### config.mk
export PLATFORM = sky130hd
export DESIGN_NAME = booth_iter_mult_ctrl
export DESIGN_NICKNAME = d
export VERILOG_FILES = /design/src/rtl/booth_iter_mult_ctrl.sv
export SDC_FILE = /design/constraint.sdc
export NUM_CORES = 1
export LEC_CHECK = 0
export BUFFER_PORTS_ARGS = -buffer_cell sky130_fd_sc_hd__buf_2
export CORE_MARGIN = 2
export CORE_UTILIZATION = 49
export CTS_BUF_LIST = sky130_fd_sc_hd__clkbuf_4 sky130_fd_sc_hd__clkbuf_8
export DETAILED_ROUTE_END_ITERATION = 8
export PLACE_DENSITY = 0.81
export SYNTH_ARGS = -nofsm -noshare
export SYNTH_HDL_FRONTEND = slang
export SYNTH_SLANG_ARGS = --single-unit
### constraint.sdc
create_clock -name clk -period 5.15 [get_ports clk]
set_clock_uncertainty 0.1 [all_clocks]
set_input_delay 0.2575 -clock clk [delete_from_list [all_inputs] [get_ports clk]]
set_output_delay 0.2575 -clock clk [all_outputs]
set_load 0.01 [all_outputs]
### src/rtl/booth_iter_mult_ctrl.sv
// booth_iter_mult_ctrl: iterative signed radix-4 Booth multiplier.
// A single Booth digit encoder and partial-product row are reused for all
// WIDTH/2 multiplier digits, one digit per clock, accumulating a 2*WIDTH
// product.
//
// Handshakes: a transfer happens on any rising edge where valid and ready
// are both high. The source holds in_valid/a/b until in_ready is seen. The
// sink sees out_valid/product held until out_ready is seen.
//
// Optional feature, macro BOOTH_EARLY_TERM_EN: when defined, the block stops
// iterating as soon as every remaining multiplier digit encodes zero.
// Products are identical with or without it.
`timescale 1ns/1ps

module booth_iter_mult_ctrl #(
   parameter int WIDTH = 16,
   parameter int CNT_W = 4
) (
   input  logic               clk,
   input  logic               rst_n,
   input  logic               in_valid,
   output logic               in_ready,
   input  logic [WIDTH-1:0]   a,
   input  logic [WIDTH-1:0]   b,
   output logic               out_valid,
   input  logic               out_ready,
   output logic [2*WIDTH-1:0] product,
   output logic               busy,
   output logic [1:0]         dbg_state_o
);

   typedef enum logic [1:0] {
      ST_IDLE = 2'd0,
      ST_CALC = 2'd1,
      ST_DONE = 2'd2
   } state_t;

   localparam int PW = WIDTH + 2;
   localparam logic [CNT_W-1:0] LAST_DIGIT = CNT_W'(WIDTH/2 - 1);

   state_t               state_q;
   logic [WIDTH-1:0]     a_q;
   logic [WIDTH-1:0]     b_q;
   logic [2*WIDTH-1:0]   acc_q;
   logic [2*WIDTH-1:0]   product_q;
   logic [CNT_W-1:0]     cnt_q;
   logic                 in_ready_q;
   logic                 out_valid_q;
   logic                 busy_q;

   logic [WIDTH:0]       b_ext;
   logic [2:0]           triplet;
   logic [PW-1:0]        a_ext;
   logic [PW-1:0]        pp;
   logic [2*WIDTH-1:0]   pp_shifted;
   logic [2*WIDTH-1:0]   acc_d;
   logic                 last_d;

   // Append the implicit b[-1]=0 so digit i reads bits [2i+2:2i] of b_ext.
   assign b_ext   = {b_q, 1'b0};
   assign triplet = b_ext[{cnt_q, 1'b0} +: 3];
   assign a_ext   = {{2{a_q[WIDTH-1]}}, a_q};

   // Booth digit encode: select 0, +-A or +-2A as a WIDTH+2 bit row.
   always_comb begin
      pp = '0;
      case (triplet)
         3'b001, 3'b010: pp = a_ext;
         3'b011:         pp = a_ext << 1;
         3'b100:         pp = -(a_ext << 1);
         3'b101, 3'b110: pp = -a_ext;
         default:        pp = '0;
      endcase
   end

   // Sign-extend the row to 2*WIDTH, weight it by 4^i and accumulate.
   assign pp_shifted = {{(WIDTH-2){pp[PW-1]}}, pp} << {cnt_q, 1'b0};
   assign acc_d      = acc_q + pp_shifted;

`ifdef BOOTH_EARLY_TERM_EN
   logic rem_zero;

   // Remaining digits are all zero when b[WIDTH-1:2i+1] is a run of equal bits.
   always_comb begin
      rem_zero = 1'b1;
      for (int j = 0; j < WIDTH; j++) begin
         if ((j > 2*int'(cnt_q)) && (b_q[j] != b_q[WIDTH-1])) begin
            rem_zero = 1'b0;
         end
      end
   end

   assign last_d = (cnt_q == LAST_DIGIT) || rem_zero;
`else
   assign last_d = (cnt_q == LAST_DIGIT);
`endif

   // Control FSM with registered handshake outputs, operand latches and accumulator.
   always_ff @(posedge clk or negedge rst_n) begin
      if (!rst_n) begin
         state_q     <= ST_IDLE;
         a_q         <= '0;
         b_q         <= '0;
         acc_q       <= '0;
         product_q   <= '0;
         cnt_q       <= '0;
         in_ready_q  <= 1'b0;
         out_valid_q <= 1'b0;
         busy_q      <= 1'b0;
      end else begin
         case (state_q)
            ST_IDLE: begin
               if (in_valid && in_ready_q) begin
                  a_q        <= a;
                  b_q        <= b;
                  acc_q      <= '0;
                  cnt_q      <= '0;
                  state_q    <= ST_CALC;
                  in_ready_q <= 1'b0;
                  busy_q     <= 1'b1;
               end else begin
                  in_ready_q <= 1'b1;
               end
            end
            ST_CALC: begin
               acc_q <= acc_d;
               // Finishing takes priority over incrementing, so cnt_q never wraps.
               if (last_d) begin
                  state_q     <= ST_DONE;
                  product_q   <= acc_d;
                  out_valid_q <= 1'b1;
               end else begin
                  cnt_q <= cnt_q + CNT_W'(1);
               end
            end
            ST_DONE: begin
               if (out_ready) begin
                  state_q     <= ST_IDLE;
                  out_valid_q <= 1'b0;
                  busy_q      <= 1'b0;
                  in_ready_q  <= 1'b1;
               end
            end
            default: begin
               state_q     <= ST_IDLE;
               out_valid_q <= 1'b0;
               busy_q      <= 1'b0;
               in_ready_q  <= 1'b1;
            end
         endcase
      end
   end

   assign in_ready    = in_ready_q;
   assign out_valid   = out_valid_q;
   assign product     = product_q;
   assign busy        = busy_q;
   assign dbg_state_o = state_q;

endmodule

==> results.md, run 1 <==
- Adder-cell share of the synthesized area: 5.59%
- Ys Warns: 0
- Total core area: ~15000 um^2
- Netlist cell types: 75
- Final Worst Setup Slack: -0.226 ns
- Via count: 8580
- M1 WL: 10.9 mm
- Max Cap Viol: 0
- Total CTS buffers: 9
- Total grt overflow: 0
- Clock slew at the register clock pins of the worst setup and hold paths: 0.11 ns
- Final count of hold timing violations: 0
- Top-area cell type share of the netlist area: ~34%
- Antenna-violating nets left: 0
- Wire per inst: 18.9 um
- Slew Viols, Final: 0
- Violated checks: setup timing
- Max FO, Critical Path: 5
- Max Freq: 186 MHz
- XOR/XNOR Fraction of Synth Area: 4.52%
- CP startpoint: cnt_q[1]$_DFFE_PN0P_
- Top Metal Used: met4
- Syn_nets: 978
- Met2 WL post-DR: around 13 mm
- Non-filler instance count after layout: around 1400
- Async S/R FF share, synth: 100%
- Area leader, netlist: dfrtp_1
- Synthesized flop and latch total: 105
- Commonest cells after routing, fill and taps aside: buf_4, nand2_1, dfrtp_1
- Cells after synthesis: 908
- Sequential area share after synthesis: around a third
- GRT Total Usage: 31.3%
- Setup crit end kind: register
- Met3 wire length: 1.77 mm
- Actual slew at the worst max-slew pin: ~0.99 ns
- Fill cells: 1145
- DR iter-0 viols: 706
- Mux share of post-synthesis cell area: 6.85%
- Period utilisation layout: 104%
- Status: finished, violations left
- Hold_sp: out_ready
- Final wirelength: 26.6 mm
- Worst r2r src: cnt_q[1]$_DFFE_PN0P_
- Die area: 16800 um^2
- Synth area leaders: dfrtp_1, nand2_1, ha_1, mux2_2, o21ai_0
- Die H: 130 um
- Max clock buf depth: 2
- Gp weighted congestion: 0.973
- Vias per std cell: about 6
- Hold Path Class: in -> reg
- Final net count: 1262
- Port Buffers: 72
- CP arrival: approximately 5.6 ns
- # rows: 45
- DRC Markers: 0
- CTS tree: done
- RSZ-0062 raised after global routing: yes
- Starting Density: 50.6%
- Critical Setup Path Class: reg -> reg
- EDFF count, synth: 0
- Top-level I/O count: 73
- Clk root buf: clkbuf_8
- Post-Syn Area per Cell: ~8.5 um^2
- Global-route wire length before repair: around 42 mm
- Ys flop type: dfrtp_1
- Initial antenna violation count: 0
- Sink Count: 105
- HPWL Detailed: 17.9 mm
- Largest family of logic cells by synthesized area: compound AO/OA/AOI/OAI gates
- Synth Area in Simple Gates: roughly a fifth
- Vias in the first global route: 8269
- Mapped cell area: 7740 um^2
- Largest net degree at the start of global routing: 65
- Critical path launch point type: register
- Slew HR: ~34%
- First-pass iteration count of the detailed router: 7
- Clock latency on the worst-skew pair: between 0.4 and 0.5 ns
- N_diodes: 0
- Crit path required time: 5.38 ns
- Setup violators final: 12
- Die width: ~130 um
- Commonest non-fill, non-tap cell in the layout: buf_4
- Share of cells above drive strength 1: 41.2%
- Layout overhead on the synthesized area: 44.2%
- Complex-gate fraction of the synthesized area: 25.5%
- Placed Cells: 1332
- Htree depth: 3
- Final min period: approximately 5.4 ns
==> sequential cells by signal (all words and copies together) (netlist names) <==
signal / cells
b_q: 16
a_q: 16
out_valid: 1
busy: 1
product: 32
dbg_state_o: 2
cnt_q: 4
acc_q: 32
in_ready: 1
==> logic make-up after synthesis <==
family | count (synthesis)
flops | 105
fa+ha+maj | 34
buf+inv | 81
compound gates | 295
simple gates | 307
mux | 46
xor+xnor | 40
==> path summary, 6_finish.rpt <==
check	depth (start not counted)	end	slack (ns)
max in group asynchronous	3	cnt_q[0]$_DFFE_PN0P_	3.52
setup / recovery	22	acc_q[31]$_DFFE_PN0P_	-0.23
setup reg to reg	22	acc_q[31]$_DFFE_PN0P_	-0.23
min in group asynchronous	2	b_q[15]$_DFFE_PN0P_	0.34
hold / removal	4	dbg_state_o[1]$_DFFE_PN0P_	0.04
hold reg to reg	2	product[26]$_DFFE_PN0P_	0.38
==> per-layer routing <==
metal,global-route usage [%],vias to the layer above
met1,40.4,4135
li1,-,3975
met2,52.1,375
met3,6.11,95
met4,11.9,0
met5,0,-
==> critical path, stage by stage, from the launching register on <==
cell	delay (ns)
dfrtp_2	0.44
buf_6	0.14
mux2i_1	0.28
a22oi_1	0.21
nand2_1	0.14
buf_2	0.19
nor2_2	0.09
buf_4	0.16
a22o_1	0.22
or3_4	0.39
mux2_4	0.31
a22oi_2	0.19
o211ai_1	0.15
ha_1	0.35
and2_4	0.18
a221o_1	0.32
a31o_2	0.24
a31o_4	0.24
o311ai_4	0.25
a21oi_2	0.11
xnor2_2	0.18
or3_1	0.32
nand3_1	0.09
==> layout make-up <==
| class | instances | area (um^2) | share of cell area, % |
|---|---|---|---|
| clock inverters | 7 | 100 | 0.896 |
| inverters | 14 | 52.6 | 0.470 |
| multi-input cells | 722 | 5480 | 49.1 |
| clock buffers | 9 | 124 | 1.11 |
| flip-flops and latches | 105 | 2630 | 23.5 |
| repair buffers | 340 | 2520 | 22.5 |
| well taps | 211 | 264 | 2.36 |
==> repair_timing <==
action,in CTS,in global routing
hold endpoints to repair,91,0
hold buffers,33,0
resized for setup,64,90
pin swaps,41,47
endpoints found under the setup margin,34,42
gates cloned,0,2
setup buffers,15,12
==> synth_stat cells, drive strengths merged, types with 17 or more instances <==
cell type,instances
o21ai,68
a21oi,43
o22ai,40
nor3,26
ha,33
nor2,56
xnor2,17
nand3,26
dfrtp,105
xor2,23
mux2,36
nand2,118
a22oi,22
clkbuf,54
==> per-stage QoR <==
step           area [um^2]  setup TNS, ns  hold WS (ns)  utilization [%]  worst slack, ns
5_1_grt              11200          -7.59        0.0581             72.9           -0.432
3_5_place_dp          9700          -5.19         0.295             63.3           -0.416
2_1_floorplan         7770              0        -0.138                -           0.0127
6_report             11200          -1.14        0.0359             72.9           -0.226
3_3_place_gp          9700          -3.15         0.273             63.3           -0.253
4_1_cts              10600          -2.09        0.0300             69.4           -0.215
Power of run 1 is left out: the tool's default activity adds up to more than one toggle a clock period on the data nets, which glitch-free logic cannot reach.
==> run 2: changes to the inputs <==
--- a/config.mk
+++ b/config.mk
@@ -10,7 +10,7 @@
 export CORE_UTILIZATION = 49
 export CTS_BUF_LIST = sky130_fd_sc_hd__clkbuf_4 sky130_fd_sc_hd__clkbuf_8
 export DETAILED_ROUTE_END_ITERATION = 8
-export PLACE_DENSITY = 0.81
+export PLACE_DENSITY = 0.71
 export SYNTH_ARGS = -nofsm -noshare
 export SYNTH_HDL_FRONTEND = slang
 export SYNTH_SLANG_ARGS = --single-unit
==> run 2 against run 1 <==
The flow still finishes with violations (setup timing). Worst setup slack better by 0.12 ns. Via count decreased by 2.9%. Highest routed layer unchanged. Utilization down 0.44 points. Hold slack lost 0.015 ns. Critical path type unchanged. First-iteration DRC count decreased by 9.9%.
==> results.md, run 2 (synthesis results as in run 1) <==
- Layout overhead on the synthesized area: 43.4% (was 44.2%)
- Die H: 130 um (unchanged)
- Htree depth: 3 (unchanged)
- Final min period: 5.26 ns (was 5.38 ns)
- Fill cells: 1172 (was 1145)
- Critical path buffers and inverters: 4 (was 3)
- Max FO, Critical Path: 15 (was 5)
- Setup crit end kind: register (unchanged)
- DRC Markers: 0 (unchanged)
- Gp weighted congestion: 0.953 (was 0.973)
- Vias per std cell: 5.94 (was 6.09)
- Most utilized layer in the global route result: met2 (unchanged)
- Setup tns final: -0.388 ns (was -1.14 ns)
- Die width: 130 um (unchanged)
- Final wirelength: 25.7 mm (was 26.6 mm)
- Share of cells above drive strength 1: 41.1% (was 41.2%)
- Vias in the first global route: 8051 (was 8269)
- Clock slew at the register clock pins of the worst setup and hold paths: 0.11 ns (about the same)
- Violated checks: setup timing (unchanged)
- Starting Density: 50.6% (unchanged)
- Met2 GRT Util: 50.0% (was 52.1%)
- Die area: 16800 um^2 (unchanged)
- Wire per inst: 18.3 um (was 18.9 um)
- Commonest cells after routing, fill and taps aside: buf_4, nand2_1, dfrtp_1 (unchanged)
- Family with the most delay on the worst path: simple AND/OR/NAND/NOR gates (was compound AO/OA/AOI/OAI gates)
- GRT met3 Usage: 6.07% (was 6.11%)
- Total CTS buffers: 9 (unchanged)
- Largest net degree at the start of global routing: 65 (unchanged)
- Clk root buf: clkbuf_8 (unchanged)
- Slowest stage delay, CP: 0.48 ns (was 0.44 ns)
- DR iter-0 viols: 636 (was 706)
- Max Freq: 190 MHz (was 186 MHz)
- Met1 Resource Use GR: 40.1% (was 40.4%)
- HPWL Detailed: 18.0 mm (was 17.9 mm)
- Clock latency on the worst-skew pair: 0.40 ns (was 0.42 ns)
- CP arrival: 5.39 ns (was 5.61 ns)
- Status: finished, violations left (unchanged)
- Slowest-stage cell, CP: or4_1 (was dfrtp_2)
- Final count of hold timing violations: 0 (unchanged)
- Port Buffers: 72 (unchanged)
- Commonest non-fill, non-tap cell in the layout: buf_4 (unchanged)
- Max Cap Viol: 0 (unchanged)
- Antenna-violating nets left: 0 (unchanged)
- CTS tree: done (unchanged)
- Period utilisation layout: 102% (was 104%)
- Slew HR: 23.6% (was 33.5%)
- Setup violators final: 7 (was 12)
- RSZ-0062 raised after global routing: yes (unchanged)
- Final net count: 1256 (was 1262)
- Slew Viols, Final: 0 (unchanged)
- Via count: 8332 (was 8580)
- Hold Path Class: in -> reg (unchanged)
- R2R Setup Slk: -0.11 ns (was -0.23 ns)
- # rows: 45 (unchanged)
- CP most frequent cell: buf_4
- Total grt overflow: 0 (unchanged)
- Critical Setup Path Class: reg -> reg (unchanged)
- Utilization after layout: 72.5% (was 72.9%)
- Initial antenna violation count: 0 (unchanged)
- Worst-path cell chain: buf_4 -> buf_4 -> mux2i_1 -> o2bb2ai_2 -> or3_4 -> buf_8 -> or4_1 -> o211ai_1 -> nor2_2 -> a22oi_1 -> nand2_1 -> o221ai_1 -> ha_1 -> and3_1 -> nand4_1 -> a2111oi_4 -> buf_4 -> o311ai_4 -> and2_4 -> o21ai_2 -> xnor2_2 -> o22ai_1 (was buf_6 -> mux2i_1 -> a22oi_1 -> nand2_1 -> buf_2 -> nor2_2 -> buf_4 -> a22o_1 -> or3_4 -> mux2_4 -> a22oi_2 -> o211ai_1 -> ha_1 -> and2_4 -> a221o_1 -> a31o_2 -> a31o_4 -> o311ai_4 -> a21oi_2 -> xnor2_2 -> or3_1 -> nand3_1)
- Global-route wire length before repair: 40.4 mm (was 41.6 mm)
- Crit path required time: 5.28 ns (was 5.38 ns)
- N_diodes: 0 (unchanged)
- Final Worst Setup Slack: -0.110 ns (was -0.226 ns)
- First-pass iteration count of the detailed router: 5 (was 7)
- Max clock buf depth: 2 (unchanged)
- Total core area: 15300 um^2 (unchanged)
- GRT Total Usage: 30.2% (was 31.3%)
- Top-level I/O count: 73 (unchanged)
- Sink Count: 105 (unchanged)
- Actual slew at the worst max-slew pin: 1.15 ns (was 0.995 ns)
- Critical path launch point type: register (unchanged)
## run 2: cell types whose count changed in the layout (fill, tap and decap cells not counted), sizes merged
cell,change
buf,-4
bufinv,-1
dlygate4sd3,-1
## run 2: worst paths after layout
path / startpoint / to / cells after the start
max in group asynchronous: rst_n / cnt_q[1]$_DFFE_PN0P_ / 3
setup / recovery: cnt_q[1]$_DFFE_PN0P_ / acc_q[29]$_DFFE_PN0P_ / 22
min in group asynchronous: rst_n / a_q[13]$_DFFE_PN0P_ / 2
setup reg to reg: cnt_q[1]$_DFFE_PN0P_ / acc_q[29]$_DFFE_PN0P_ / 22
hold / removal: a[8] / a_q[8]$_DFFE_PN0P_ / 2
hold reg to reg: product[29]$_DFFE_PN0P_ / product[29]$_DFFE_PN0P_ / 2
## run 2: what timing repair did
action | in CTS | in global routing
setup buffers | 12 | 19
pin swaps | 29 | 51
gates resized for setup | 58 | 103
setup endpoints to repair | 36 | 36
cloned | 0 | 0
hold buffers | 32 | 0
hold endpoints to repair | 83 | 0
## run 2: cell type report
type | instances | area (um^2) | area share [%]
well taps | 211 | 264 | 2.38
multi-input cells | 722 | 5510 | 49.7
clock buffers | 10 | 138 | 1.24
repair buffers | 334 | 2430 | 21.9
inverters | 14 | 52.6 | 0.473
clock inverters | 6 | 72.6 | 0.654
flip-flops and latches | 105 | 2630 | 23.7
## run 2: stage by stage
step	setup WS, ns	area (um^2)	std cells	hold slack (ns)
after floorplan	0.0127	7770	908	-0.138
after CTS	-0.0808	10500	1387	0.00877
final	-0.110	11100	1402	0.0205
after detailed placement	-0.552	9650	1327	0.231
after global placement	-0.532	9650	1327	0.216
after global routing	-0.314	11100	1402	0.0160
## run 2: layer usage
layer,share of wire (%),wire length [um]
met4,1.9,483
met1,43,11200
met2,49,12600
met3,5.7,1460
met5,0,0
Power of run 2 is left out for the same reason.
==> run 3: changes to the inputs <==
--- a/config.mk
+++ b/config.mk
@@ -7,10 +7,11 @@
 export LEC_CHECK = 0
 export BUFFER_PORTS_ARGS = -buffer_cell sky130_fd_sc_hd__buf_2
 export CORE_MARGIN = 2
-export CORE_UTILIZATION = 49
+export CORE_UTILIZATION = 50
 export CTS_BUF_LIST = sky130_fd_sc_hd__clkbuf_4 sky130_fd_sc_hd__clkbuf_8
 export DETAILED_ROUTE_END_ITERATION = 8
-export PLACE_DENSITY = 0.71
+export PLACE_DENSITY = 0.69
+export SKIP_LAST_GASP = 1
 export SYNTH_ARGS = -nofsm -noshare
 export SYNTH_HDL_FRONTEND = slang
 export SYNTH_SLANG_ARGS = --single-unit
==> constraint.sdc (replaced) <==
create_clock -name clk -period 5.3 [get_ports clk]
set_clock_uncertainty 0.1 [all_clocks]
set_input_delay 0.265 -clock clk [delete_from_list [all_inputs] [get_ports clk]]
set_output_delay 0.265 -clock clk [all_outputs]
set_load 0.01 [all_outputs]
==> run 3 against run 2 <==
The flow now finishes without violations. Via count fell by 1.7%. Utilization down 2.0 points. Global-route usage is 0.078 points higher. First-iteration DRC count increased by 4.4%. Register-to-register slack better by 0.20 ns. Highest routed layer unchanged.
==> results.md, run 3 (synthesis results as in run 1) <==
- Status: complete, no violations (was finished, violations left)
- First-pass iteration count of the detailed router: 5 (unchanged)
- Wire per inst: 18.4 um (was 18.3 um)
- Final hold slack: 0.0116 ns (was 0.0205 ns)
- Max FO, Critical Path: 6 (was 15)
- Clock slew at the register clock pins of the worst setup and hold paths: 0.11 ns (about the same)
- Max Freq: 192 MHz (was 190 MHz)
- Setup violators final: 0 (was 7)
- Max clock buf depth: 2 (unchanged)
- HPWL Detailed: 17.8 mm (was 18.0 mm)
- Crit path required time: 5.46 ns (was 5.28 ns)
- Clock latency on the worst-skew pair: 0.41 ns (was 0.40 ns)
- Top-level I/O count: 73 (unchanged)
- Total core area: 15100 um^2 (was 15300 um^2)
- Period utilisation layout: 98.3% (was 102%)
- Total grt overflow: 0 (unchanged)
- Largest net degree at the start of global routing: 65 (unchanged)
- CP startpoint: cnt_q[1]$_DFFE_PN0P_ (unchanged)
- Final min period: 5.21 ns (was 5.26 ns)
- Hold Path Class: in -> reg (unchanged)
- Vias in the first global route: 7775 (was 8051)
- Final net count: 1226 (was 1256)
- Layout overhead on the synthesized area: 38.0% (was 43.4%)
- Clk root buf: clkbuf_8 (unchanged)
- Critical Setup Path Class: reg -> reg (unchanged)
- Gp weighted congestion: 0.978 (was 0.953)
- Starting Density: 51.1% (was 50.6%)
- Global-route wire length before repair: 39.6 mm (was 40.4 mm)
- R2R Setup Slk: 0.09 ns (was -0.11 ns)
- Total CTS buffers: 9 (unchanged)
- Fill cells: 1246 (was 1172)
- End of the worst register-to-register path: product[30]$_DFFE_PN0P_ (was acc_q[29]$_DFFE_PN0P_)
- Critical path launch point type: register (unchanged)
- Final count of hold timing violations: 0 (unchanged)
- Slew HR: 33.9% (was 23.6%)
- Commonest non-fill, non-tap cell in the layout: buf_4 (unchanged)
- Die width: 128 um (was 130 um)
- Actual slew at the worst max-slew pin: 0.990 ns (was 1.15 ns)
- Via count: 8189 (was 8332)
- CTS tree: done (unchanged)
- Antenna-violating nets left: 0 (unchanged)
- Final wirelength: 24.9 mm (was 25.7 mm)
- Commonest cells after routing, fill and taps aside: buf_4, nand2_1, dfrtp_1 (unchanged)
- CP arrival: 5.37 ns (was 5.39 ns)
- Worst r2r src: cnt_q[1]$_DFFE_PN0P_ (unchanged)
- Slew Viols, Final: 0 (unchanged)
- RSZ-0062 raised after global routing: yes (unchanged)
- Die area: 16500 um^2 (was 16800 um^2)
- Sink Count: 105 (unchanged)
- R2R cell count: 24 (was 22)
- N_diodes: 0 (unchanged)
- DR iter-0 viols: 664 (was 636)
- Crit path to: product[30]$_DFFE_PN0P_ (was acc_q[29]$_DFFE_PN0P_)
- Htree depth: 3 (unchanged)
- Setup crit end kind: register (unchanged)
- Port Buffers: 72 (unchanged)
- Max Cap Viol: 0 (unchanged)
- Die H: 128 um (was 130 um)
- GRT Total Usage: 30.2% (about the same)
- Vias per std cell: 6.07 (was 5.94)
- Initial antenna violation count: 0 (unchanged)
- Share of cells above drive strength 1: 38.2% (was 41.1%)
- # rows: 45 (unchanged)
- DRC Markers: 0 (unchanged)
## run 3: worst max-delay path: stages, from the launching register on
cell and delay, ns:
dfrtp_2 0.48, buf_6 0.16, mux2i_1 0.11, o2bb2ai_1 0.15
or3_4 0.43, buf_4 0.16, nor4_4 0.34, o21a_1 0.17
a21oi_2 0.07, buf_12 0.16, o21a_1 0.18, buf_4 0.14
o32ai_1 0.41, ha_1 0.25, a21oi_1 0.09, nor2b_1 0.22
buf_4 0.15, o21ai_0 0.07, buf_4 0.15, nor3_2 0.18
nor2_2 0.07, a311oi_2 0.32, a41oi_2 0.17, xor2_1 0.20
o21ai_0 0.11
## run 3: how the worst min path moves through the flow
| stage | startpoint | endpoint | slack (ns) | cells after the start |
|---|---|---|---|---|
| after detailed placement | rst_n | a_q[10]$_DFFE_PN0P_ | 0.27 | 1 |
| after CTS | a[10] | a_q[10]$_DFFE_PN0P_ | 0.003 | 2 |
| final | a[10] | a_q[10]$_DFFE_PN0P_ | 0.01 | 2 |
| after global placement | rst_n | a_q[13]$_DFFE_PN0P_ | 0.26 | 1 |
| after global routing | a[10] | a_q[10]$_DFFE_PN0P_ | 0.01 | 2 |
| after floorplan | rst_n | a_q[0]$_DFFE_PN0P_ | -0.13 | 0 |
## run 3: through the flow
step | area [um^2] | instances | setup WS, ns | setup TNS [ns] | utilization [%]
after CTS | 10200 | 1335 | 0.00998 | 0 | 67.1
after detailed placement | 9490 | 1284 | -0.592 | -13.00 | 62.7
after global placement | 9490 | 1284 | -0.572 | -12.94 | 62.7
after global routing | 10700 | 1349 | -0.116 | -1.04 | 70.5
after floorplan | 7750 | 908 | 0.00924 | 0 | -
final | 10700 | 1349 | 0.0881 | 0 | 70.5
## run 3: timing repair
item                                   CTS  global route
setup endpoints to repair               36            33
gates resized for setup                 32            93
cloned                                   0             0
pin swaps                                9            39
buffers inserted                         4            14
endpoints found under the hold margin   86             0
hold buffers                            31             0
## run 3: final cells by class
class / count / area [um^2] / area share (%)
clock buffer: 11 / 145 / 1.36
tap: 188 / 235 / 2.20
timing repair buffer: 304 / 2230 / 20.9
multi-input combinational: 722 / 5340 / 50.0
inverter: 14 / 52.6 / 0.492
clock inverter: 5 / 45.0 / 0.422
sequential: 105 / 2630 / 24.6
## run 3: layer usage
layer / share of wire (%) / vias up / global-route usage (%) / wire, um
li1: - / 3912 / - / -
met1: 45 / 3957 / 41.0 / 11200
met2: 48 / 278 / 49.6 / 11800
met3: 5.4 / 42 / 5.70 / 1350
met4: 2.1 / 0 / 8.86 / 522
met5: 0 / - / 0 / 0
Power of run 3 is left out for the same reason.
